### src/rtl/evaluate_pkg.sv
// Shared types, constants and helpers for the evaluate output stage.
package evaluate_pkg;

  typedef enum logic [1:0] {
    IDLE   = 2'd0,
    TARGET = 2'd1,
    OUTPUT = 2'd2
  } state_t;

  localparam logic [15:0] HIGH_DEFAULT = 16'h00ff;

  // Clamp a signed value to the signed range of the given bit width (1..64).
  function automatic logic signed [63:0] sat(input logic signed [63:0] value,
                                             input int unsigned width);
    logic signed [63:0] hi;
    logic signed [63:0] lo;
    hi = (64'sd1 <<< (width - 1)) - 64'sd1;
    lo = -(64'sd1 <<< (width - 1));
    if (value > hi) begin
      return hi;
    end else if (value < lo) begin
      return lo;
    end
    return value;
  endfunction

endpackage

### src/rtl/evaluate_saturate.sv
// Signed clamp from INW bits down (or up) to OUTW bits.
module saturate
  import evaluate_pkg::*;
#(
  parameter int unsigned INW  = 17,
  parameter int unsigned OUTW = 16
) (
  input  logic [INW-1:0]  in_i,
  output logic [OUTW-1:0] out_o
);

  logic signed [63:0] wide;

  assign wide  = 64'($signed(in_i));
  assign out_o = OUTW'(sat(wide, OUTW));

endmodule

### src/rtl/evaluate.sv
// Thresholds a result stream to a binary activation and, in training mode,
// returns the saturated error (target - activation) and counts misses.
module evaluate
  import evaluate_pkg::*;
#(
  parameter int unsigned     RESW = 16,
  parameter int unsigned     ERRW = 16,
  parameter int unsigned     ACTW = 16,
  parameter logic [ACTW-1:0] HIGH = ACTW'(HIGH_DEFAULT),
  parameter int unsigned     MISW = 16
) (
  input  logic            clk_i,
  input  logic            rst_i,
  input  logic            en_i,
  input  logic            clr_i,
  input  logic            res_valid_i,
  output logic            res_ready_o,
  input  logic [RESW-1:0] res_data_i,
  input  logic            tgt_valid_i,
  output logic            tgt_ready_o,
  input  logic [RESW-1:0] tgt_data_i,
  output logic            act_valid_o,
  input  logic            act_ready_i,
  output logic [ACTW-1:0] act_data_o,
  output logic            err_valid_o,
  input  logic            err_ready_i,
  output logic [ERRW-1:0] err_data_o,
  output logic [MISW-1:0] miss_o
);

  localparam int unsigned DW = ((RESW > ACTW) ? RESW : ACTW) + 1;

  state_t          state_q, state_d;
  logic            mode_q, mode_d;
  logic            act_pend_q, act_pend_d;
  logic            err_pend_q, err_pend_d;
  logic [ACTW-1:0] act_data_q, act_data_d;
  logic [ERRW-1:0] err_data_q, err_data_d;
  logic [MISW-1:0] miss_q, miss_d;

  logic            res_hs, tgt_hs, act_hs, err_hs;
  logic [DW-1:0]   tgt_ext, act_ext, diff;
  logic [ERRW-1:0] err_sat;

  assign res_ready_o = (state_q == IDLE);
  assign tgt_ready_o = (state_q == TARGET);
  assign act_valid_o = act_pend_q;
  assign err_valid_o = err_pend_q;
  assign act_data_o  = act_data_q;
  assign err_data_o  = err_data_q;
  assign miss_o      = miss_q;

  assign res_hs = res_valid_i & res_ready_o;
  assign tgt_hs = tgt_valid_i & tgt_ready_o;
  assign act_hs = act_pend_q & act_ready_i;
  assign err_hs = err_pend_q & err_ready_i;

  // The activation is latched at result time, so the error uses act_data_q.
  assign tgt_ext = DW'($signed(tgt_data_i));
  assign act_ext = DW'($signed(act_data_q));
  assign diff    = tgt_ext - act_ext;

  saturate #(
    .INW  (DW),
    .OUTW (ERRW)
  ) u_err_sat (
    .in_i  (diff),
    .out_o (err_sat)
  );

  always_comb begin
    state_d    = state_q;
    mode_d     = mode_q;
    act_pend_d = act_pend_q;
    err_pend_d = err_pend_q;
    act_data_d = act_data_q;
    err_data_d = err_data_q;
    unique case (state_q)
      IDLE: begin
        if (res_hs) begin
          mode_d     = en_i;
          act_data_d = res_data_i[RESW-1] ? '0 : HIGH;
          if (en_i) begin
            state_d = TARGET;
          end else begin
            act_pend_d = 1'b1;
            state_d    = OUTPUT;
          end
        end
      end
      TARGET: begin
        if (tgt_hs) begin
          err_data_d = err_sat;
          act_pend_d = 1'b1;
          err_pend_d = mode_q;
          state_d    = OUTPUT;
        end
      end
      OUTPUT: begin
        if (act_hs) act_pend_d = 1'b0;
        if (err_hs) err_pend_d = 1'b0;
        if (!act_pend_d && !err_pend_d) state_d = IDLE;
      end
      default: begin
        state_d    = IDLE;
        act_pend_d = 1'b0;
        err_pend_d = 1'b0;
      end
    endcase
  end

  // Clear wins over a same-cycle increment; the count sticks at all-ones.
  always_comb begin
    miss_d = miss_q;
    if (clr_i) begin
      miss_d = '0;
    end else if (err_hs && (err_data_q != '0) && (miss_q != '1)) begin
      miss_d = miss_q + 1'b1;
    end
  end

  always_ff @(posedge clk_i or posedge rst_i) begin
    if (rst_i) begin
      state_q    <= IDLE;
      mode_q     <= 1'b0;
      act_pend_q <= 1'b0;
      err_pend_q <= 1'b0;
      act_data_q <= '0;
      err_data_q <= '0;
      miss_q     <= '0;
    end else begin
      state_q    <= state_d;
      mode_q     <= mode_d;
      act_pend_q <= act_pend_d;
      err_pend_q <= err_pend_d;
      act_data_q <= act_data_d;
      err_data_q <= err_data_d;
      miss_q     <= miss_d;
    end
  end

endmodule

### config.mk
export PLATFORM = sky130hd
export DESIGN_NAME = evaluate
export DESIGN_NICKNAME = d
export VERILOG_FILES = /design/src/rtl/evaluate_pkg.sv /design/src/rtl/evaluate_saturate.sv /design/src/rtl/evaluate.sv
export SDC_FILE = /design/constraint.sdc
export NUM_CORES = 1
export LEC_CHECK = 0
export BUFFER_PORTS_ARGS = -buffer_cell sky130_fd_sc_hd__buf_4
export CAP_MARGIN = 20
export CORE_UTILIZATION = 54
export DETAILED_ROUTE_END_ITERATION = 10
export HOLD_SLACK_MARGIN = 0.06
export PLACE_DENSITY = 0.92
export SKIP_LAST_GASP = 1
export SLEW_MARGIN = 10
export SYNTH_ARGS = -nofsm -noshare
export SYNTH_HDL_FRONTEND = slang
export SYNTH_SLANG_ARGS = --single-unit
### constraint.sdc
create_clock -name clk_i -period 5.4 [get_ports clk_i]
set_clock_uncertainty 0.15 [all_clocks]
set_input_delay 0.54 -clock clk_i [delete_from_list [all_inputs] [get_ports clk_i]]
set_output_delay 0.54 -clock clk_i [all_outputs]
set_load 0.1 [all_outputs]
==> impl_results.md <==
- Setup Buffers After CTS: 0
- CTS Hold Bufs: 0
- Gr usage total: 24.5%
- CP Data Required Time: 5400 ps
- CP top delay family: compound AO/OA/AOI/OAI gates
- Fmax: 287 MHz
- Post-Syn Area: 2550 µm²
- H-tree depth: 2
- Final Non-Filler Cells: 394
- ANT cells: 0
- Critical Path Start Type: register
- RSZ-0062 raised after global routing: no
- CTS Sinks: 38
- Residual DRC count: 4
- Die X-Extent: 70.7 µm
- Setup TNS: 0 ps
- Final Hold Viols: 0
- Largest net degree at the start of global routing: 39
- Clk root buf: clkbuf_8
- Post-Syn Instances: 281
- # rows: 24
- DP HPWL: 4390 µm
- CTS tree: done
- Initial antenna violation count: 0
- Sequential cell area: 951 µm²
- FF-to-FF End: err_data_o[12]
- Final WL: 5820 µm
- Die ar.: 5000 µm²
- Crit path depth: 8
- Worst hold margin: 215 ps
- Met1 Use GR: 32.7%
- Syn Area/Cell: 9.07 µm²
- I/O Pins: 92
- M2 GR Usage: 39.9%
- Vias per cell: 5.81
- Fillers: 357
- Post-synth EDFFs: 0
- Utilization after layout: 69.7%
- Initial DRC Count: 142
- Count of buffers from port buffering: 68
- Vias in the first global route: 2099
- Setup crit end: err_data_o[12]
- Async set-reset flop share out of synthesis: 100%
- Sequential area share after synthesis: 37.3%
- Cells along the critical path: inv_1 -> ha_1 -> o21ai_0 -> a21o_1 -> a211oi_1 -> o21a_2 -> o211a_2 -> a211oi_1
- Status: finished with violations
- Clock latency on the worst-skew pair: 290 ps
- Distinct cell type count after synthesis: 46
- Clock slew at reported path FFs: 80 ps
- Crit path buf inv count: 1
- CTS Buf Count: 5
- Failing checks: design-rule violations
- Power Dens Cells: 684 nW/µm²
- Flops & latches, synth: 38
- Setup violators final: 0
- Via count: 2291
- Max Cap Viol: 0
- Total leakage power: 1.41 nW
- Worst Reg-to-Reg Cells: 8
- Setup crit start: act_data_o[6]
- Commonest register cell after synthesis: dfrtp_1
- Drt pass-1 iters: 7
- Worst EP arrival: 3480 ps
- Worst-Margin Slew: 920 ps
- Tcrit/Tclk final: 64.4%
- Ys Warns: 0
- Placer Congestion: 0.847
- Fin crit period: 3480 ps
- Post-cts resize count: 0
- Crit path max-delay cell type: o211a_2
- Hold/Removal Path Class: in -> async
- Congestion Overflow GR: 0
- GR peak layer: met2
- Initial Util: 57.3%
- First-pass GRT wire length: 9650 µm
- GR Util met3: 4.27%
- Number of cells after detailed placement: 386
- DRT antenna net count: 0
- Reg2reg start: act_data_o[6]
- Slew margin rel.: 38.2%
- Wire length per cell: 14.8 µm
- Slew Viols, Final: 0
- Tot Pwr: 2.12 mW
- Die height: 70.7 µm
- Clock Path Buffers: 2
- Area grow syn2layout: 21.6%
- Fin nets: 395
- Peak supply drop: 0.000673 V
- Slowest cell delay on critical path: 540 ps
- Crit path max fanout: 15
- Reg2reg setup slack: 1920 ps
- Cell mode on critical path: a211oi_1
- WS Path Type: reg -> reg
- Fraction of layout cells with a size suffix above 1: 27.2%
- CP endpoint kind: register
- Core footprint: 4440 µm²
- Area of the multi-input gates: 1430 µm²
[cells by family after synthesis]
family | after synthesis | share of synthesized area [%]
mux | 1 | 0.442
fa+ha+maj | 14 | 7.17
flops | 38 | 37.3
xor+xnor | 22 | 7.56
compound gates | 57 | 17.3
simple gates | 114 | 22.4
other cells | 1 | 0.147
buf+inv | 34 | 7.66
[per-layer routing]
layer	wire (µm)	share of wire, %	vias up
met4	119	2.0	0
met5	0	0	-
li1	-	-	1101
met3	274	4.7	12
met2	2860	49	78
met1	2570	44	1100
[power by group]
group	total [mW]	leakage (nW)	internal [mW]	switching (mW)
Clock	0.204	0.0472	0.103	0.101
Combinational	1.47	0.891	0.348	1.12
Sequential	0.447	0.475	0.366	0.0801
Total	2.12	1.41	0.817	1.30
[cells in the mapped netlist, types with 2 or more instances]
library cell | n | area, µm²
a211o_1 | 3 | 26.3
a211oi_1 | 6 | 45.0
a211oi_2 | 10 | 125
a21o_1 | 5 | 37.5
a21oi_1 | 8 | 40.0
a31oi_1 | 2 | 12.5
and3_1 | 3 | 18.8
buf_4 | 16 | 120
clkbuf_1 | 6 | 22.5
dfrtp_1 | 38 | 951
ha_1 | 13 | 163
inv_1 | 11 | 41.3
nand2_1 | 19 | 71.3
nand2b_1 | 6 | 37.5
nand3_1 | 9 | 45.0
nand4_1 | 4 | 25.0
nor2_1 | 40 | 150
nor2b_1 | 3 | 18.8
nor3_1 | 6 | 30.0
nor3b_1 | 4 | 30.0
nor4_1 | 9 | 56.3
nor4b_1 | 3 | 26.3
o21ai_0 | 12 | 60.1
o31ai_1 | 2 | 15.0
or3_1 | 2 | 12.5
xnor2_1 | 12 | 105
xor2_1 | 10 | 87.6
[worst min-delay path by stage]
stage	cells past startpoint	from	to
2_1_floorplan	2	mode_q	mode_q
3_3_place_gp	2	mode_q	mode_q
3_5_place_dp	2	mode_q	mode_q
4_1_cts	3	rst_i	miss_o[10]
5_1_grt	3	rst_i	miss_o[10]
6_report	3	rst_i	miss_o[10]
[layout make-up]
cell class / count / share of cell area (%)
Clock buffer: 6 / 2.66
Multi-Input combinational cell: 216 / 46.1
Tap cell: 52 / 2.10
Timing Repair Buffer: 69 / 16.7
Inverter: 11 / 1.33
Sequential cell: 38 / 30.7
Clock inverter: 2 / 0.404
[worst min-delay path, cell delays in order]
cell and delay, ps:
buf_4 110, inv_1 40, buf_4 410
[stage by stage]
stage          worst slack, ps  cell area, µm²
2_1_floorplan             1840            2570
3_3_place_gp              2080            3000
3_5_place_dp              1950            3000
4_1_cts                   1930            3100
5_1_grt                   1670            3100
6_report                  1920            3100
[state kept, by name (all words and copies together), names as in the netlist]
signal       flops
act_valid_o      1
miss_o          16
err_valid_o      1
err_data_o      16
state_q          2
mode_q           1
act_data_o       1
[cells in the final DEF, fill, tap and decap left out, types with 8 or more instances in the layout]
cell type,netlist,routed
o21ai_0,12,12
nor2_1,40,40
xor2_1,10,10
nand3_1,9,9
nand2_1,19,19
a21oi_1,8,8
inv_1,11,11
nor4_1,9,9
ha_1,13,13
a211oi_2,10,10
conb_1,1,8
buf_4,16,69
xnor2_1,12,12
dfrtp_1,38,38
(Power assumes the default switching activity.)
